**config.mk**
```make
export PLATFORM = sky130hd
export DESIGN_NAME = spm_gen
export DESIGN_NICKNAME = d
export VERILOG_FILES = /design/src/rtl/spm_pkg.sv /design/src/rtl/spm_addsub.sv /design/src/rtl/spm_gen.sv
export SDC_FILE = /design/constraint.sdc
export NUM_CORES = 1
export LEC_CHECK = 0
export BUFFER_PORTS_ARGS = -buffer_cell sky130_fd_sc_hd__buf_2
export CAP_MARGIN = 20
export CORE_MARGIN = 1.5
export CORE_UTILIZATION = 50
export CTS_CLUSTER_DIAMETER = 80
export DETAILED_ROUTE_END_ITERATION = 10
export PLACE_DENSITY = 0.79
export REMOVE_ABC_BUFFERS = 1
export SETUP_SLACK_MARGIN = 0.5
export SYNTH_ARGS = -nofsm -noshare
export SYNTH_HDL_FRONTEND = slang
export SYNTH_SLANG_ARGS = --single-unit
```
**constraint.sdc**
```tcl
create_clock -name clk -period 3.9 [get_ports clk]
set_input_delay 0.975 -clock clk [delete_from_list [all_inputs] [get_ports clk]]
set_output_delay 0.975 -clock clk [all_outputs]
set_load 0.01 [all_outputs]
```
**src/rtl/spm_pkg.sv**
```systemverilog
// Shared types and constants for the serial-parallel multiplier.
package spm_pkg;

    // Default operand width for spm_gen.
    localparam int SPM_WIDTH = 32;

    // Controller states.
    typedef enum logic [1:0] {
        IDLE = 2'd0,
        RUN  = 2'd1,
        DONE = 2'd2
    } spm_state_t;

endpackage

```
**src/rtl/spm_addsub.sv**
```systemverilog
// Combinational add/subtract unit used for the partial-product accumulation.
module spm_addsub #(
    parameter int W = 33
) (
    input  logic [W-1:0] a,
    input  logic [W-1:0] b,
    input  logic         sub,
    output logic [W-1:0] y
);

    // y = a - b when sub is set, a + b otherwise (modulo 2^W).
    always_comb begin
        y = sub ? (a - b) : (a + b);
    end

endmodule

```
**src/rtl/spm_gen.sv**
```systemverilog
// Serial-parallel multiplier: parallel MC, serial MP (LSB first), unsigned or
// two's-complement per operation, full 2*WIDTH-bit product.
//
// Handshake: start is sampled only in IDLE or DONE; when accepted, MC/MP/sgn
// are captured at that edge and busy rises. done pulses for one cycle with P
// valid, exactly WIDTH+1 cycles after the accepting edge's cycle. start held
// high during done begins the next operation at that edge. start in RUN is
// ignored.
module spm_gen
    import spm_pkg::*;
#(
    parameter int WIDTH = SPM_WIDTH
) (
    input  logic               clk,
    input  logic               rst,
    input  logic               start,
    input  logic               sgn,
    input  logic [WIDTH-1:0]   MC,
    input  logic [WIDTH-1:0]   MP,
    output logic               busy,
    output logic               done,
    output logic [2*WIDTH-1:0] P,
    output spm_state_t         dbg_state
);

    localparam int CNT_W = $clog2(WIDTH);

    spm_state_t       state;
    logic [CNT_W-1:0] cnt;
    logic [WIDTH-1:0] mc_r;
    logic [WIDTH-1:0] mp_sh;
    logic             sgn_r;
    logic [WIDTH:0]   hi;
    logic [WIDTH-1:0] lo;

    logic [WIDTH:0]   mc_ext;
    logic [WIDTH:0]   pp;
    logic             last;
    logic             sub;
    logic [WIDTH:0]   sum;
    logic [WIDTH:0]   next_hi;
    logic [WIDTH-1:0] next_lo;
    logic             accept;

    // One iteration of the shift-add datapath: select the partial product,
    // accumulate (subtract on the signed MSB), then shift {hi, lo} right.
    always_comb begin
        mc_ext  = {sgn_r & mc_r[WIDTH-1], mc_r};
        pp      = mp_sh[0] ? mc_ext : '0;
        last    = (cnt == CNT_W'(WIDTH - 1));
        sub     = sgn_r & last;
        next_hi = {sgn_r & sum[WIDTH], sum[WIDTH:1]};
        next_lo = {sum[0], lo[WIDTH-1:1]};
        accept  = start & ((state == IDLE) | (state == DONE));
    end

    spm_addsub #(.W(WIDTH + 1)) u_addsub (
        .a   (hi),
        .b   (pp),
        .sub (sub),
        .y   (sum)
    );

    // Controller, counter, operand/accumulator registers and registered outputs.
    always_ff @(posedge clk) begin
        if (rst) begin
            state <= IDLE;
            cnt   <= '0;
            mc_r  <= '0;
            mp_sh <= '0;
            sgn_r <= 1'b0;
            hi    <= '0;
            lo    <= '0;
            busy  <= 1'b0;
            done  <= 1'b0;
            P     <= '0;
        end else begin
            done <= 1'b0;
            case (state)
                IDLE, DONE: begin
                    if (accept) begin
                        mc_r  <= MC;
                        mp_sh <= MP;
                        sgn_r <= sgn;
                        hi    <= '0;
                        lo    <= '0;
                        cnt   <= '0;
                        busy  <= 1'b1;
                        state <= RUN;
                    end else begin
                        state <= IDLE;
                    end
                end
                RUN: begin
                    hi    <= next_hi;
                    lo    <= next_lo;
                    mp_sh <= mp_sh >> 1;
                    cnt   <= cnt + CNT_W'(1);
                    if (last) begin
                        P     <= {next_hi[WIDTH-1:0], next_lo};
                        done  <= 1'b1;
                        busy  <= 1'b0;
                        state <= DONE;
                    end
                end
                default: begin
                    busy  <= 1'b0;
                    state <= IDLE;
                end
            endcase
        end
    end

    assign dbg_state = state;

endmodule

```
==> run_results.csv, run 1 <==
group,metric,value,unit
final_layout,fin_nets,1573,
timing,hold_viol,0,
synth,async_flop_share,0,%
final_layout,final_cells,1750,
place,routabilityCongestion,0.901,
die,dieArea,20600,sq um
grt,met2_usage,48.8,%
synth,syn-cell-area,9850,sq um
synth,synth-edff-count,0,
synth,ys_ff_latch,202,
synth,syn_inst,1256,
grt,use_met3,3.60,%
detailed_routing,drtIter0Drc,797,
power_and_ir_drop,p_clk_share,21.4,%
final_layout,final_util,70.6,%
power_and_ir_drop,p_int,0.00649,W
detailed_routing,dr_total_vias,10200,
clock_network,cts_root_buf,"clkbuf_16",
clock_network,cts_hold_buf,0,
place,dp_worst_setup_slack,-0.121,ns
outcome,status,"finished, final reports clean",
setup_path,worstPathMaxFanout,6,
synth,yosys_warnings,0,
clock_network,tritoncts,"yes",
setup_path,critPathKind,"register to register",
final_layout,fin_area,13700,sq um
timing,finalSetupViolCount,0,
clock_network,cts_buffers,22,
final_layout,areaGrowthSynthToFinish,38.9,%
timing,fmax,0.271,GHz
detailed_routing,first_pass_iters,5,
synth,synth_area_per_cell,7.84,sq um
grt,track_usage,27.8,%
power_and_ir_drop,ir_worst_vdd,0.529,mV
final_layout,final_common_cell,"nand2_1",
timing,period_share,94.7,%
die,core,19400,sq um
clock_network,htreeDepth,1,
timing,finalMaxSlewViolations,0,
synth,synth.distinct_cells,69,
detailed_routing,viasPerCell,5.81,
timing,worstMarginPinSlew,0.853,ns
grt,grt_max_degree,79,
synth,ys_seq_area_share,41.0,%
die,die_y,143,um
synth,netlist_top_cells_area,"dfxtp_1 (41%), nand2_1 (11%), a21oi_1 (8.7%), a22oi_1 (5.7%), ha_1 (4.4%)",
detailed_routing,route.detailed.drc,0,
grt,grtUsageMet1,35.2,%
place,placed_cells,1647,
die,io_pins,136,
die,die_w,143,um
grt,grt_pass1_wl,46.6,mm
die,initial_core_util,50.8,%
final_layout,antennaDiodeCount,0,
power_and_ir_drop,leakage,5.55,nW
clock_network,path_clk_slew,0.06,ns
timing,relSlewSlack,43.2,%
clock_network,insertion_delay,0.53,ns
detailed_routing,antenna_left,0,
grt,busiest_layer,"met2",
clock_network,cts.path.max_buffers,3,
setup_path,cp.required,4.35,ns
synth,synth_top_area_cell,"dfxtp_1",
clock_network,clock_sinks,202,
flow_run,drv_cap,0,
power_and_ir_drop,switching_share,39.7,%
synth,synth-main-ff-cell,"dfxtp_1",
timing,whs,0.450,ns
grt,grt_pass1_vias,9423,
grt,antenna_found_initial,0,
setup_path,cp-start-kind,"register",
power_and_ir_drop,power_frac_comb,56.4,%
timing,grt_setup_unrepaired,"true",
power_and_ir_drop,p_per_area,787,nW/um^2
setup_path,cp.arrival,4.14,ns
place,io_buffers,135,
final_layout,drive_above_1_share,33.7,%
power_and_ir_drop,power.switching,0.00428,W
place,place_area,11100,sq um
detailed_routing,totalWireLength,30.7,mm
detailed_routing,wl_per_cell,17.5,um
timing,clock_skew,0.0128,ns
timing,period_minus_slack,3.69,ns
timing,worst_slack,0.209,ns
die,row_count,51,
power_and_ir_drop,seq_power_share,22.2,%
synth,netlist.area_leader.share,41.0,%
grt,overflow,0,
final_layout,layout_common_cells,"nand2_1 (267), dfxtp_1 (190), a21oi_1 (136), buf_2 (134), buf_4 (115)",
worst_hold_path,hp-class,"register to register",
setup_path,endpoint_kind,"register",
place,hpwl,18.8,mm
==> cell families (layout without fill, tap and decap cells) <==
logic type,Yosys count,in the layout,synth area share [%]
buf+inv,99,327,3.81
simple gates,482,483,20.7
mux,3,3,0.330
xor+xnor,48,48,4.34
compound gates,386,386,25.1
flops,202,202,41.0
fa+ha+maj,36,36,4.65
==> stage by stage <==
stage	power, W	TNS, ns
final	0.0108	0
after detailed placement	0.00625	-0.531
after CTS	0.00941	0
after global placement	0.00624	-0.360
after global routing	0.0113	0
after floorplan	0.00495	-276.16
==> path summary, 6_finish.rpt <==
| kind | startpoint | slack [ns] | to | cells past startpoint |
|---|---|---|---|---|
| max | mc_r[2] | 0.21 | P[61] | 19 |
| max reg2reg | mc_r[2] | 0.21 | P[61] | 19 |
| min reg2reg | P[3] | 0.45 | P[3] | 2 |
| min | P[3] | 0.45 | P[3] | 2 |
==> final cells by class <==
class | instances | area [sq um]
multi-input combinational | 956 | 6630
fill | 1483 | 5710
sequential | 202 | 4070
timing repair buffer | 272 | 1790
clock buffer | 29 | 607
tap | 265 | 332
clock inverter | 11 | 205
inverter | 15 | 56.3
==> worst max-delay path, cell delays in order, from the launching register on <==
cell and delay (ns):
dfxtp_2 0.32, or2_4 0.25, buf_6 0.12, a21o_1 0.20, a21oi_1 0.12, nand2_1 0.12, buf_4 0.16, a21o_1 0.20
nand3_1 0.13, ha_2 0.34, o2111ai_4 0.25, inv_2 0.07, a221oi_4 0.31, a211oi_2 0.16, buf_4 0.17, buf_6 0.10
a211oi_2 0.22, xnor2_1 0.16, nand2_1 0.07, a21oi_1 0.13
==> Yosys cell counts (7+ instances only) <==
cell type,count
inv_1,15
a22oi_1,75
a21oi_1,172
xor2_1,19
a22o_1,14
nor2_1,108
o21ai_0,30
clkbuf_1,75
a211oi_1,7
ha_1,35
o31ai_1,7
nand2_1,288
nand3_1,15
a21o_1,13
o21a_1,7
xnor2_1,28
nor3_1,13
o21ai_1,10
nand4_1,13
o211ai_1,7
dfxtp_1,202
==> sequential cells by signal (all words and copies together), names as in the netlist <==
signal,flops
cnt,5
sgn_r,1
lo,31
done,1
busy,1
hi,33
dbg_state,2
mc_r,32
mp_sh,32
P,64
==> timing repair <==
item	CTS	global route
pin swaps	46	76
gates resized for setup	129	144
endpoints found under the hold margin	0	0
setup endpoints to repair	45	42
gates cloned	1	0
setup buffers	37	25
==> power groups by stage <==
stage	registers, W	clock network [W]	logic (W)
after floorplan	0.00235	0	0.00259
after global placement	0.00239	0	0.00384
after detailed placement	0.00239	0	0.00385
after CTS	0.00236	0.00233	0.00471
after global routing	0.00240	0.00242	0.00644
final	0.00239	0.00231	0.00607
==> routing by layer <==
metal / vias up / wire (um)
li1: 4851 / -
met1: 4907 / 12600
met2: 342 / 15500
met3: 74 / 1650
met4: 0 / 991
met5: - / 0
Power figures use the tool's default switching activity.
==> run 2, diff against run 1 <==
--- a/config.mk
+++ b/config.mk
@@ -14,6 +14,7 @@
 export PLACE_DENSITY = 0.79
 export REMOVE_ABC_BUFFERS = 1
 export SETUP_SLACK_MARGIN = 0.5
+export SKIP_CTS_REPAIR_TIMING = 1
 export SYNTH_ARGS = -nofsm -noshare
 export SYNTH_HDL_FRONTEND = slang
 export SYNTH_SLANG_ARGS = --single-unit
==> constraint.sdc (replaced) <==
create_clock -name clk -period 3.9 [get_ports clk]
set_input_delay 0.78 -clock clk [delete_from_list [all_inputs] [get_ports clk]]
set_output_delay 0.78 -clock clk [all_outputs]
set_load 0.01 [all_outputs]
==> run_results.csv, run 2 (synthesis results as in run 1) <==
group,metric,value,unit
outcome,status,"finished, final reports clean",
final_layout,drive_above_1_share,31.0,%
clock_network,tritoncts,"yes",
die,die_y,143,um
power_and_ir_drop,leakage,5.30,nW
clock_network,cts.path.max_buffers,3,
final_layout,multi_input_area,6420,sq um
final_layout,top_regs,"P (64), hi (33)",
clock_network,cts_root_buf,"clkbuf_16",
final_layout,final-seq-area,4060,sq um
final_layout,antennaDiodeCount,0,
timing,fmax,0.265,GHz
die,core,19400,sq um
timing,worstMarginPinSlew,1.03,ns
final_layout,layout_common_cells,"nand2_1 (271), dfxtp_1 (192), a21oi_1 (141), buf_2 (134), nor2_1 (96)",
grt,grt_max_degree,68,
setup_path,endpoint_kind,"register",
clock_network,htreeDepth,1,
die,dieArea,20600,sq um
flow_run,drv_cap,0,
final_layout,final_cells,1718,
clock_network,cts_buffers,22,
timing,finalSetupViolCount,0,
detailed_routing,antenna_left,0,
die,initial_core_util,50.8,%
clock_network,path_clk_slew,0.07,ns
final_layout,fin_nets,1542,
place,place_area,11200,sq um
die,die_w,143,um
setup_path,cp-endpoint,"hi[32]",
setup_path,cp.required,4.31,ns
setup_path,rrSetupSlack,0.12,ns
timing,relSlewSlack,31.0,%
setup_path,crit_start,"mc_r[2]",
clock_network,clock_sinks,202,
detailed_routing,viasPerCell,5.68,
final_layout,fill_cells,1579,
timing,finalMaxSlewViolations,0,
final_layout,fin_area,13200,sq um
timing,hold_viol,0,
detailed_routing,route.detailed.drc,0,
grt,overflow,0,
power_and_ir_drop,fin_total_pwr,0.0100,W
final_layout,final_common_cell,"nand2_1",
timing,period_minus_slack,3.78,ns
detailed_routing,dr_total_vias,9757,
setup_path,r2r_cells,17,
setup_path,cp-start-kind,"register",
setup_path,critPathKind,"register to register",
setup_path,reg2reg_to,"hi[32]",
detailed_routing,first_pass_iters,5,
detailed_routing,drtIter0Drc,602,
grt,antenna_found_initial,0,
setup_path,worstReg2RegStart,"mc_r[2]",
place,hpwl,19.2,mm
power_and_ir_drop,p_per_area,763,nW/um^2
place,io_buffers,135,
final_layout,largest_reg_flops,64,
place,placed_cells,1648,
setup_path,cp.arrival,4.19,ns
timing,period_share,96.9,%
clock_network,insertion_delay,0.53,ns
final_layout,areaGrowthSynthToFinish,33.5,%
die,io_pins,136,
final_layout,largest_register,"P",
setup_path,worstPathMaxFanout,5,
grt,track_usage,26.2,%
detailed_routing,totalWireLength,29.1,mm
timing,clock_skew,0.0175,ns
grt,grt_pass1_wl,44.0,mm
die,row_count,51,
grt,grt_pass1_vias,9036,
detailed_routing,wl_per_cell,16.9,um
place,routabilityCongestion,0.911,
timing,grt_setup_unrepaired,"true",
power_and_ir_drop,ir_worst_vdd,0.486,mV
worst_hold_path,hp-class,"register to register",
## run 2: cell type report
| type | count | share of cell area (%) |
|---|---|---|
| Clock inverter | 8 | 0.751 |
| Inverter | 15 | 0.447 |
| Sequential cell | 202 | 30.8 |
| Timing Repair Buffer | 242 | 11.8 |
| Multi-Input combinational cell | 955 | 48.8 |
| Clock buffer | 31 | 4.82 |
| Tap cell | 265 | 2.52 |
## run 2: per-layer routing
layer	share of wire, %	track usage (%)	vias to the layer above
met5	0	0	-
met4	2.9	8.81	0
met3	5.0	3.63	67
met2	50	45.1	264
met1	43	33.8	4658
li1	-	-	4768
## run 2: worst min path at each step
stage / from / to / slack, ns / cells after the start
CTS: P[54] / P[54] / 0.45 / 2
finish: P[54] / P[54] / 0.45 / 2
floorplan: lo[1] / P[0] / 0.43 / 2
detailed placement: P[54] / P[54] / 0.44 / 2
global placement: P[54] / P[54] / 0.44 / 2
global route: P[54] / P[54] / 0.46 / 2
## run 2: metrics by stage
| step | worst slack [ns] | utilization (%) | TNS, ns | hold WS (ns) |
|---|---|---|---|---|
| 6_report | 0.122 | 67.8 | 0 | 0.446 |
| 3_5_place_dp | 0.0265 | 57.6 | 0 | 0.440 |
| 4_1_cts | -0.0145 | 61.4 | -0.0145 | 0.448 |
| 2_1_floorplan | -2.22 | - | -276.16 | 0.425 |
| 3_3_place_gp | 0.0288 | 57.6 | 0 | 0.438 |
| 5_1_grt | -0.0161 | 67.8 | -0.0224 | 0.463 |
## run 2: worst max-delay path: stages, from the launching register on
cell and delay, ns:
dfxtp_2 0.33, or2_4 0.26, o41ai_2 0.34, buf_4 0.19, a21boi_4 0.29, a21bo_4 0.29
o31ai_4 0.18, xnor2_1 0.14, nand2_1 0.12, ha_4 0.34, buf_6 0.12, nand2_8 0.06
nor2_4 0.15, nand3_2 0.07, o211ai_1 0.28, a31oi_4 0.07, xnor2_2 0.17, a32o_1 0.25
## run 2: power by group
group          leakage [nW]  internal [W]  switching [W]
Combinational          3.30       0.00254        0.00302
Clock                 0.359       0.00121       0.000880
Sequential             1.65       0.00223       0.000164
Total                  5.30       0.00598        0.00406
